<file path="src/rtl/ptw_arbiter_if.sv">
// Request/response types and the bundle between the two TLBs, the arbiter and the PTW.
// Macro PTW_ARB_FIXED_PRIO_EN (see ptw_arbiter.sv) does not affect this file.
package ptw_arbiter_pkg;
    typedef struct packed {
        logic        valid;
        logic [26:0] vpn;
        logic [15:0] asid;
    } tlb_req_t;

    typedef struct packed {
        tlb_req_t req;
    } tlb_ptw_comm_t;

    typedef struct packed {
        logic [43:0] ppn;
        logic [7:0]  flags;
    } pte_t;

    typedef struct packed {
        logic       valid;
        pte_t       pte;
        logic [1:0] level;
        logic       error;
    } ptw_resp_t;

    typedef struct packed {
        ptw_resp_t  resp;
        logic       ptw_ready;
        logic       invalidate_tlb;
        logic [7:0] ptw_status;
    } ptw_tlb_comm_t;
endpackage

interface ptw_arbiter_if;
    import ptw_arbiter_pkg::*;

    tlb_ptw_comm_t tlb0_ptw_comm_i;
    ptw_tlb_comm_t ptw_tlb0_comm_o;
    tlb_ptw_comm_t tlb1_ptw_comm_i;
    ptw_tlb_comm_t ptw_tlb1_comm_o;
    tlb_ptw_comm_t tlb_ptw_comm_o;
    ptw_tlb_comm_t ptw_tlb_comm_i;
    logic          pmu_arb_conflict_o;

    // Arbiter side
    modport slave (
        input  tlb0_ptw_comm_i, tlb1_ptw_comm_i, ptw_tlb_comm_i,
        output ptw_tlb0_comm_o, ptw_tlb1_comm_o, tlb_ptw_comm_o, pmu_arb_conflict_o
    );

    // Environment side (TLBs and PTW)
    modport master (
        output tlb0_ptw_comm_i, tlb1_ptw_comm_i, ptw_tlb_comm_i,
        input  ptw_tlb0_comm_o, ptw_tlb1_comm_o, tlb_ptw_comm_o, pmu_arb_conflict_o
    );
endinterface

</file>
<file path="src/rtl/ptw_arbiter.sv">
// Two-requester (ITLB/DTLB) arbiter in front of a single page-table walker.
// Define PTW_ARB_FIXED_PRIO_EN for fixed priority to requester 1; default is round-robin.
module ptw_arbiter
    import ptw_arbiter_pkg::*;
(
    input  logic          clk_i,
    input  logic          rstn_i,
    ptw_arbiter_if.slave  bus
);

    typedef enum logic [1:0] {
        IDLE      = 2'd0,
        LOCKED    = 2'd1,
        WAIT_RESP = 2'd2
    } state_t;

    state_t state_q;
    state_t state_d;
    logic   owner_q;
    logic   owner_d;

    logic   v0;
    logic   v1;
    logic   both;
    logic   any_valid;
    logic   sel;
    logic   owner_valid;
    logic   ptw_ready;
    logic   resp_valid;

    tlb_ptw_comm_t fwd_comm;
    ptw_tlb_comm_t rsp0;
    ptw_tlb_comm_t rsp1;
    logic          conflict;

    assign v0          = bus.tlb0_ptw_comm_i.req.valid;
    assign v1          = bus.tlb1_ptw_comm_i.req.valid;
    assign both        = v0 & v1;
    assign any_valid   = v0 | v1;
    assign owner_valid = owner_q ? v1 : v0;
    assign ptw_ready   = bus.ptw_tlb_comm_i.ptw_ready;
    assign resp_valid  = bus.ptw_tlb_comm_i.resp.valid;

`ifdef PTW_ARB_FIXED_PRIO_EN
    // Requester 1 wins every tie
    assign sel = v1;
`else
    logic rr_q;
    logic rr_d;

    assign sel  = both ? rr_q : v1;
    // Only a completed walk moves the pointer; a cancelled lock leaves it alone
    assign rr_d = ((state_q == WAIT_RESP) && resp_valid) ? ~owner_q : rr_q;

    // Round-robin pointer register
    always_ff @(posedge clk_i or negedge rstn_i) begin
        if (!rstn_i) begin
            rr_q <= 1'b0;
        end else begin
            rr_q <= rr_d;
        end
    end
`endif

    // FSM state and owner registers
    always_ff @(posedge clk_i or negedge rstn_i) begin
        if (!rstn_i) begin
            state_q <= IDLE;
            owner_q <= 1'b0;
        end else begin
            state_q <= state_d;
            owner_q <= owner_d;
        end
    end

    // Next-state and owner selection
    always_comb begin
        state_d = state_q;
        owner_d = owner_q;
        case (state_q)
            IDLE: begin
                if (any_valid) begin
                    owner_d = sel;
                    state_d = ptw_ready ? WAIT_RESP : LOCKED;
                end else begin
                    state_d = IDLE;
                end
            end
            LOCKED: begin
                if (!owner_valid) begin
                    state_d = IDLE;
                end else if (ptw_ready) begin
                    state_d = WAIT_RESP;
                end else begin
                    state_d = LOCKED;
                end
            end
            WAIT_RESP: begin
                if (resp_valid) begin
                    state_d = IDLE;
                end else begin
                    state_d = WAIT_RESP;
                end
            end
            default: begin
                state_d = IDLE;
                owner_d = 1'b0;
            end
        endcase
    end

    // Forwarding, ready/response routing and conflict pulse; all quiet while in reset
    always_comb begin
        logic fwd;
        logic fwd_id;
        fwd      = 1'b0;
        fwd_id   = owner_q;
        fwd_comm = '0;
        rsp0     = '0;
        rsp1     = '0;
        conflict = 1'b0;

        rsp0.invalidate_tlb = bus.ptw_tlb_comm_i.invalidate_tlb;
        rsp0.ptw_status     = bus.ptw_tlb_comm_i.ptw_status;
        rsp1.invalidate_tlb = bus.ptw_tlb_comm_i.invalidate_tlb;
        rsp1.ptw_status     = bus.ptw_tlb_comm_i.ptw_status;

        case (state_q)
            IDLE: begin
                fwd    = any_valid;
                fwd_id = sel;
            end
            LOCKED: begin
                fwd    = owner_valid;
                fwd_id = owner_q;
            end
            WAIT_RESP: begin
                fwd    = 1'b0;
                fwd_id = owner_q;
            end
            default: begin
                fwd    = 1'b0;
                fwd_id = 1'b0;
            end
        endcase

        if (rstn_i) begin
            if (fwd) begin
                fwd_comm.req = fwd_id ? bus.tlb1_ptw_comm_i.req : bus.tlb0_ptw_comm_i.req;
                if (fwd_id) begin
                    rsp1.ptw_ready = ptw_ready;
                end else begin
                    rsp0.ptw_ready = ptw_ready;
                end
            end else begin
                fwd_comm.req = '0;
            end

            // Responses outside WAIT_RESP belong to an abandoned walk and are dropped
            if (state_q == WAIT_RESP) begin
                if (owner_q) begin
                    rsp1.resp = bus.ptw_tlb_comm_i.resp;
                end else begin
                    rsp0.resp = bus.ptw_tlb_comm_i.resp;
                end
            end else begin
                rsp0.resp = '0;
                rsp1.resp = '0;
            end

            conflict = (state_q == IDLE) && both;
        end else begin
            fwd_comm = '0;
            conflict = 1'b0;
        end
    end

    assign bus.tlb_ptw_comm_o     = fwd_comm;
    assign bus.ptw_tlb0_comm_o    = rsp0;
    assign bus.ptw_tlb1_comm_o    = rsp1;
    assign bus.pmu_arb_conflict_o = conflict;

endmodule

</file>
<file path="src/flat_wrapper.sv">
// flat-port wrapper written by rule: the top's interface ports become plain ports
module ptw_arbiter_flat import ptw_arbiter_pkg::*;
  (clk_i, rstn_i, bus_tlb0_ptw_comm_i, bus_tlb1_ptw_comm_i, bus_ptw_tlb_comm_i, bus_ptw_tlb0_comm_o, bus_ptw_tlb1_comm_o, bus_tlb_ptw_comm_o, bus_pmu_arb_conflict_o);
  ptw_arbiter_if bus_i ();
  input  logic clk_i;
  input  logic rstn_i;
  input wire logic [$bits(bus_i.tlb0_ptw_comm_i)-1:0] bus_tlb0_ptw_comm_i;
  input wire logic [$bits(bus_i.tlb1_ptw_comm_i)-1:0] bus_tlb1_ptw_comm_i;
  input wire logic [$bits(bus_i.ptw_tlb_comm_i)-1:0] bus_ptw_tlb_comm_i;
  output wire logic [$bits(bus_i.ptw_tlb0_comm_o)-1:0] bus_ptw_tlb0_comm_o;
  output wire logic [$bits(bus_i.ptw_tlb1_comm_o)-1:0] bus_ptw_tlb1_comm_o;
  output wire logic [$bits(bus_i.tlb_ptw_comm_o)-1:0] bus_tlb_ptw_comm_o;
  output wire logic [$bits(bus_i.pmu_arb_conflict_o)-1:0] bus_pmu_arb_conflict_o;
  assign bus_i.tlb0_ptw_comm_i = bus_tlb0_ptw_comm_i;
  assign bus_i.tlb1_ptw_comm_i = bus_tlb1_ptw_comm_i;
  assign bus_i.ptw_tlb_comm_i = bus_ptw_tlb_comm_i;
  assign bus_ptw_tlb0_comm_o = bus_i.ptw_tlb0_comm_o;
  assign bus_ptw_tlb1_comm_o = bus_i.ptw_tlb1_comm_o;
  assign bus_tlb_ptw_comm_o = bus_i.tlb_ptw_comm_o;
  assign bus_pmu_arb_conflict_o = bus_i.pmu_arb_conflict_o;
  ptw_arbiter u_core (.clk_i(clk_i), .rstn_i(rstn_i), .bus(bus_i));
endmodule
</file>
<file path="config.mk">
export PLATFORM = sky130hd
export DESIGN_NAME = ptw_arbiter_flat
export DESIGN_NICKNAME = d
export VERILOG_FILES = /design/src/rtl/ptw_arbiter_if.sv /design/src/rtl/ptw_arbiter.sv /design/src/flat_wrapper.sv
export SDC_FILE = /design/constraint.sdc
export NUM_CORES = 1
export LEC_CHECK = 0
export ABC_AREA = 0
export CAP_MARGIN = 20
export CORE_AREA = 4 4 128 130
export CTS_CLUSTER_DIAMETER = 100
export DETAILED_ROUTE_END_ITERATION = 8
export DIE_AREA = 0 0 132 134
export HOLD_SLACK_MARGIN = 0.03
export PLACE_DENSITY = 0.54
export RECOVER_POWER = 100
export SLEW_MARGIN = 30
export SYNTH_ARGS = -nofsm -noshare
export SYNTH_HDL_FRONTEND = slang
export SYNTH_SLANG_ARGS = --single-unit
</file>
<file path="constraint.sdc">
create_clock -name clk_i -period 2.4 [get_ports clk_i]
set_clock_uncertainty 0.05 [all_clocks]
set_input_delay 0.36 -clock clk_i [delete_from_list [all_inputs] [get_ports clk_i]]
set_output_delay 0.36 -clock clk_i [all_outputs]
set_load 0.05 [all_outputs]
</file>
==> flow_metrics.env, run 1 <==
export IMPL_outcome="finished clean"
export IMPL_final_cell_area_um2=6890
export IMPL_max_cap_viol_count=0
export IMPL_fmax_ghz=0.429
export IMPL_drtIter0Drc=141
export IMPL_hold_viol=0
export IMPL_die_w_um=132
export IMPL_antenna_found_initial=2
export IMPL_fp_dieH_um=134
export IMPL_top_usage_layer="met2"
export IMPL_ant_nets=0
export IMPL_internal_power_mw=2.45
export IMPL_boundaryPins=333
export IMPL_fin_util=0.455
export IMPL_clk_latency_ns=0.23
export IMPL_ys_types=29
export IMPL_switchingPower_mw=3.06
export IMPL_drc=0
export IMPL_critPathKind="reg2out"
export IMPL_drv_slew=0
export IMPL_slew_headroom=0.784
export IMPL_setup_viol=0
export IMPL_syn_area_per_cell_um2=6.68
export IMPL_layout_common_cells="clkdlybuf4s50_1 (143), buf_12 (123), and2_1 (112)"
export IMPL_worstSetupEndpointType="primary output"
export IMPL_wire_per_inst_um=18.5
export IMPL_cts_root_buf="clkbuf_16"
export IMPL_num_rows=45
export IMPL_clock_sinks=4
export IMPL_drive_gt1_frac=0.417
export IMPL_finalPower_mw=5.52
export IMPL_clockBufferDepth=2
export IMPL_met3_usage=0.0664
export IMPL_rsz0062_at_grt="true"
export IMPL_port_buffers=305
export IMPL_multi_input_area_um2=1890
export IMPL_grt_use_total=0.155
export IMPL_n_antenna_cell=0
export IMPL_r2r_end="u_core.state_q[1]"
export IMPL_final_common_cell="clkdlybuf4s50_1"
export IMPL_vias=3590
export IMPL_synth_fp_nets=496
export IMPL_cts_max_level=1
export IMPL_ir_drop_v=0.000474
export IMPL_overflow=0
export IMPL_grt_max_degree=57
export IMPL_ys_seq_area_frac=0.0446
export IMPL_min_period_ns=2.33
export IMPL_reg2regPathDepth=8
export IMPL_ys_ff_latch=4
export IMPL_ys_warn_count=0
export IMPL_syn_area_um2=2240
export IMPL_cts_tree="yes"
export IMPL_grt_util_met2=0.292
export IMPL_r2r_setup_slack_ns=0.92
export IMPL_cts_buffers=3
export IMPL_tightest_slew_ns=0.324
export IMPL_pwr_share_comb=0.929
export IMPL_p_leak_nw=2.70
export IMPL_hpwl_um=11600
export IMPL_wirelength_um=15100
export IMPL_cts_clk_slew_worst_paths_ns=0.03
export IMPL_fin_ws_ns=0.0688
export IMPL_synth_cells=336
export IMPL_share_seq_of_total_power=0.024
export IMPL_cp_required_ns=1.99
export IMPL_cp_max_fo=21
export IMPL_swShare=0.555
export IMPL_seqCellArea_um2=100
export IMPL_min_period_over_period=0.971
export IMPL_coreArea_um2=15100
export IMPL_worstPathArrival_ns=1.92
export IMPL_dr_pass1_iters=4
export IMPL_clkPwrFrac=0.048
export IMPL_r2r_start="u_core.state_q[0]"
export IMPL_nFillCells=1424
export IMPL_fin_hold_ws_ns=0.186
export IMPL_first_global_vias=3767
export IMPL_start_util=0.148
export IMPL_viasPerCell=4.38
export IMPL_grt_met1_usage=0.161
export IMPL_cp_start_kind="flop"
export IMPL_area_growth_pct=207
export IMPL_die_area_um2=17700
export IMPL_hp_class="in2async"
export IMPL_powerDensity_nw_per_um2=801
export IMPL_place_congestion=0.794
export IMPL_detailedPlace_worstSlack_ns=-0.0998
export IMPL_grt_pass1_wl_um=21800
export IMPL_place_area_um2=6450
export IMPL_nets=793
kinds of logic (layout without fill, tap and decap cells):
kind of cell,after synthesis,in the layout,share of synthesized area
compound gates,96,99,0.304
fa+ha+maj,4,4,0.0223
buf+inv,55,347,0.162
flops,4,4,0.0446
mux,1,1,0.00446
simple gates,176,176,0.463
power groups by stage:
stage / registers (mW) / clock network [mW] / logic, mW
2_1_floorplan: 0.118 / 0 / 2.86
3_3_place_gp: 0.126 / 0 / 4.45
3_5_place_dp: 0.128 / 0 / 4.49
4_1_cts: 0.127 / 0.268 / 5.20
5_1_grt: 0.134 / 0.273 / 5.40
6_report: 0.130 / 0.264 / 5.12
sequential cells by signal (all words and copies together), names as in the netlist:
signal          cells
u_core.owner_q      1
u_core.rr_q         1
u_core.state_q      2
worst max path at each step:
stage	startpoint	endpoint	cells after the start
finish	u_core.state_q[1]	bus_tlb_ptw_comm_o[3]	10
global route	u_core.state_q[1]	bus_tlb_ptw_comm_o[3]	10
CTS	u_core.state_q[1]	bus_tlb_ptw_comm_o[13]	11
detailed placement	bus_tlb0_ptw_comm_i[43]	bus_tlb_ptw_comm_o[4]	6
global placement	bus_tlb0_ptw_comm_i[43]	bus_tlb_ptw_comm_o[4]	6
floorplan	u_core.state_q[0]	bus_tlb_ptw_comm_o[0]	6
cell usage after synthesis, drive strengths merged:
library cell  count  area (um2)
clkinv            1        3.75
inv               3        11.3
and2b             1        10.0
nor2              4        15.0
and2            112         701
o21ai            50         295
dfrtp             4         100
ha                4        50.1
nand2b            1        6.26
nor3b             2        15.0
buf              35         278
a21oi            45         372
clkbuf           16        70.1
o21a              1        15.0
nand3            44         220
nor4b             1        15.0
nand2             8        37.5
mux2i             1        10.0
and3              1        6.26
nor2b             2        12.5
area by class of cell:
| type | count | share of cell area |
|---|---|---|
| clock buffers | 3 | 0.0109 |
| inverters | 4 | 0.00218 |
| flip-flops and latches | 4 | 0.0145 |
| repair buffers | 340 | 0.664 |
| well taps | 188 | 0.0342 |
| multi-input cells | 280 | 0.275 |
routing by layer:
metal	vias to the layer above	share of wire	wire length (um)
met5	-	0.0014	21
met4	4	0.0097	147
met3	13	0.11	1680
met2	239	0.52	7890
met1	1629	0.36	5390
li1	1705	-	-
critical path, cell delays in order (launching register included):
cell	delay (ns)
dfrtp_1	0.36
inv_2	0.06
ha_4	0.27
nand2_4	0.05
buf_6	0.13
o21ai_4	0.06
buf_12	0.14
buf_12	0.17
nand3_1	0.11
a21oi_2	0.16
buf_6	0.17
through the flow:
stage,setup TNS (ns),instances
2_1_floorplan,0,336
3_3_place_gp,-0.704,798
3_5_place_dp,-1.83,798
4_1_cts,0,817
5_1_grt,-0.145,819
6_report,0,819
what timing repair did:
action                                  in CTS  in global routing
pin swaps                                    3                  4
hold endpoints to repair                     0                  2
endpoints found under the setup margin      44                125
cloned                                       4                  2
buffers inserted                            13                  2
hold buffers                                 0                  1
resized for setup                           41                 15
(Power assumes the default switching activity.)
==> run 2: changes to the inputs <==
--- a/config.mk
+++ b/config.mk
@@ -12,7 +12,7 @@
 export DETAILED_ROUTE_END_ITERATION = 8
 export DIE_AREA = 0 0 132 134
 export HOLD_SLACK_MARGIN = 0.03
-export PLACE_DENSITY = 0.54
+export PLACE_DENSITY = 0.64
 export RECOVER_POWER = 100
 export SLEW_MARGIN = 30
 export SYNTH_ARGS = -nofsm -noshare
==> run 2 against run 1 <==
Net effect:
- the run now ends with setup timing left
- register-to-register slack improved by 0.14 ns
- critical path type unchanged
- combinational power up 8.8%
- die area unchanged
==> flow_metrics.env, run 2 (synthesis results as in run 1) <==
export IMPL_outcome="finished, violations left"
export IMPL_violations="setup timing"
export IMPL_wire_per_inst_um=20.1
export IMPL_hold_path_depth=2
export IMPL_p_leak_nw=2.68
export IMPL_finalPower_mw=5.96
export IMPL_n_antenna_cell=0
export IMPL_fmax_ghz=0.413
export IMPL_drtIter0Drc=116
export IMPL_viasPerCell=4.49
export IMPL_largest_reg_flops=2
export IMPL_fin_ws_ns=-0.0207
export IMPL_area_growth_pct=215
export IMPL_min_period_ns=2.42
export IMPL_nets=791
export IMPL_fp_dieH_um=134
export IMPL_fin_hold_ws_ns=0.461
export IMPL_drc=0
export IMPL_die_w_um=132
export IMPL_powerDensity_nw_per_um2=844
export IMPL_boundaryPins=333
export IMPL_grt_pass1_wl_um=22400
export IMPL_grt_max_degree=57
export IMPL_die_area_um2=17700
export IMPL_cts_max_level=1
export IMPL_drv_slew=0
export IMPL_critPathKind="reg2out"
export IMPL_cts_buffers=3
export IMPL_clockBufferDepth=2
export IMPL_antenna_found_initial=0
export IMPL_max_cap_viol_count=0
export IMPL_min_period_over_period=1.01
export IMPL_cts_tree="yes"
export IMPL_drive_gt1_frac=0.444
export IMPL_tightest_slew_ns=0.525
export IMPL_hpwl_um=12200
export IMPL_port_buffers=305
export IMPL_postCtsHoldBufs=0
export IMPL_r2r_start="u_core.state_q[1]"
export IMPL_clk_latency_ns=0.23
export IMPL_wirelength_um=16400
export IMPL_final_common_cell="clkdlybuf4s50_1"
export IMPL_reg2regPathDepth=7
export IMPL_regMostFlops="u_core.state_q"
export IMPL_hp_class="reg2reg"
export IMPL_place_congestion=0.870
export IMPL_clock_sinks=4
export IMPL_num_rows=45
export IMPL_r2r_setup_slack_ns=1.06
export IMPL_ant_nets=0
export IMPL_r2r_end="u_core.state_q[1]"
export IMPL_worstHoldStart="u_core.rr_q"
export IMPL_cts_clk_slew_worst_paths_ns=0.03
export IMPL_nFillCells=1353
export IMPL_setup_viol=7
export IMPL_holdPathEnd="u_core.rr_q"
export IMPL_cp_max_fo=6
export IMPL_cp_start_kind="flop"
export IMPL_cp_required_ns=1.99
export IMPL_dr_pass1_iters=4
export IMPL_finalSetupTns_ns=-0.0497
export IMPL_slew_headroom=0.650
export IMPL_cts_root_buf="clkbuf_16"
export IMPL_hold_viol=0
export IMPL_vias=3671
export IMPL_fin_util=0.466
export IMPL_start_util=0.148
export IMPL_top_regs="u_core.state_q: 2 flops, u_core.owner_q: 1 flops, u_core.rr_q: 1 flops"
export IMPL_worstPathArrival_ns=2.01
export IMPL_layout_common_cells="clkdlybuf4s50_1 (142), buf_12 (115), and2_0 (80)"
export IMPL_detailedPlace_worstSlack_ns=-0.102
export IMPL_overflow=0
export IMPL_worstSetupEndpointType="primary output"
export IMPL_grt_use_total=0.160
export IMPL_rsz0062_at_grt="true"
export IMPL_coreArea_um2=15100
export IMPL_first_global_vias=3867
export IMPL_ir_drop_v=0.000618
[run 2: where the power goes]
part / internal (mW) / total [mW] / leakage [nW] / switching (mW)
sequential: 0.0981 / 0.132 / 0.0506 / 0.0337
clock: 0.213 / 0.263 / 0.0370 / 0.0501
combinational: 2.36 / 5.57 / 2.59 / 3.20
total: 2.67 / 5.96 / 2.68 / 3.29
[run 2: layout make-up]
cell class              instances  area [um2]  area share
clock buffers                   3        75.1      0.0106
inverters                       4        18.8     0.00266
multi-input cells             280        2010       0.285
flip-flops and latches          4         100      0.0142
well taps                     188         235      0.0333
repair buffers                338        4620       0.654
[run 2: stage by stage]
step,cell area (um2),std cells
after global routing,7060,817
final,7060,817
after floorplan,2260,336
after global placement,6420,793
after CTS,6810,811
after detailed placement,6420,793
[run 2: timing repair]
item / in CTS / in global routing
setup endpoints to repair: 45 / 45
setup buffers: 12 / 1
pin swaps: 8 / 24
gates resized for setup: 36 / 58
cloned: 4 / 6
[run 2: worst max-delay path by stage]
stage / from / endpoint / slack, ns / depth (start not counted)
finish: u_core.state_q[1] / bus_tlb_ptw_comm_o[22] / -0.02 / 10
CTS: u_core.state_q[1] / bus_tlb_ptw_comm_o[42] / -0.05 / 12
floorplan: u_core.state_q[0] / bus_tlb_ptw_comm_o[0] / 0.04 / 6
detailed placement: bus_tlb0_ptw_comm_i[43] / bus_tlb_ptw_comm_o[3] / -0.10 / 6
global placement: bus_tlb0_ptw_comm_i[43] / bus_tlb_ptw_comm_o[1] / -0.08 / 6
global route: u_core.state_q[0] / bus_tlb_ptw_comm_o[30] / -0.07 / 10
[run 2: per-layer routing]
| metal | vias to the layer above | GRT usage | part of all wire | routed length [um] |
|---|---|---|---|---|
| li1 | 1707 | - | - | - |
| met1 | 1686 | 0.167 | 0.35 | 5830 |
| met2 | 249 | 0.298 | 0.52 | 8590 |
| met3 | 29 | 0.0548 | 0.091 | 1490 |
| met4 | 0 | 0.0560 | 0.031 | 516 |
| met5 | - | 0 | 0 | 0 |
[run 2: critical path: stages, from the launching register on]
cell and delay [ns]:
dfrtp_1 0.36, inv_2 0.06, ha_4 0.28, nand2_4 0.05, buf_6 0.13, o21ai_4 0.07, buf_6 0.17, buf_12 0.15
nand3_1 0.15, a21oi_2 0.17, buf_6 0.17
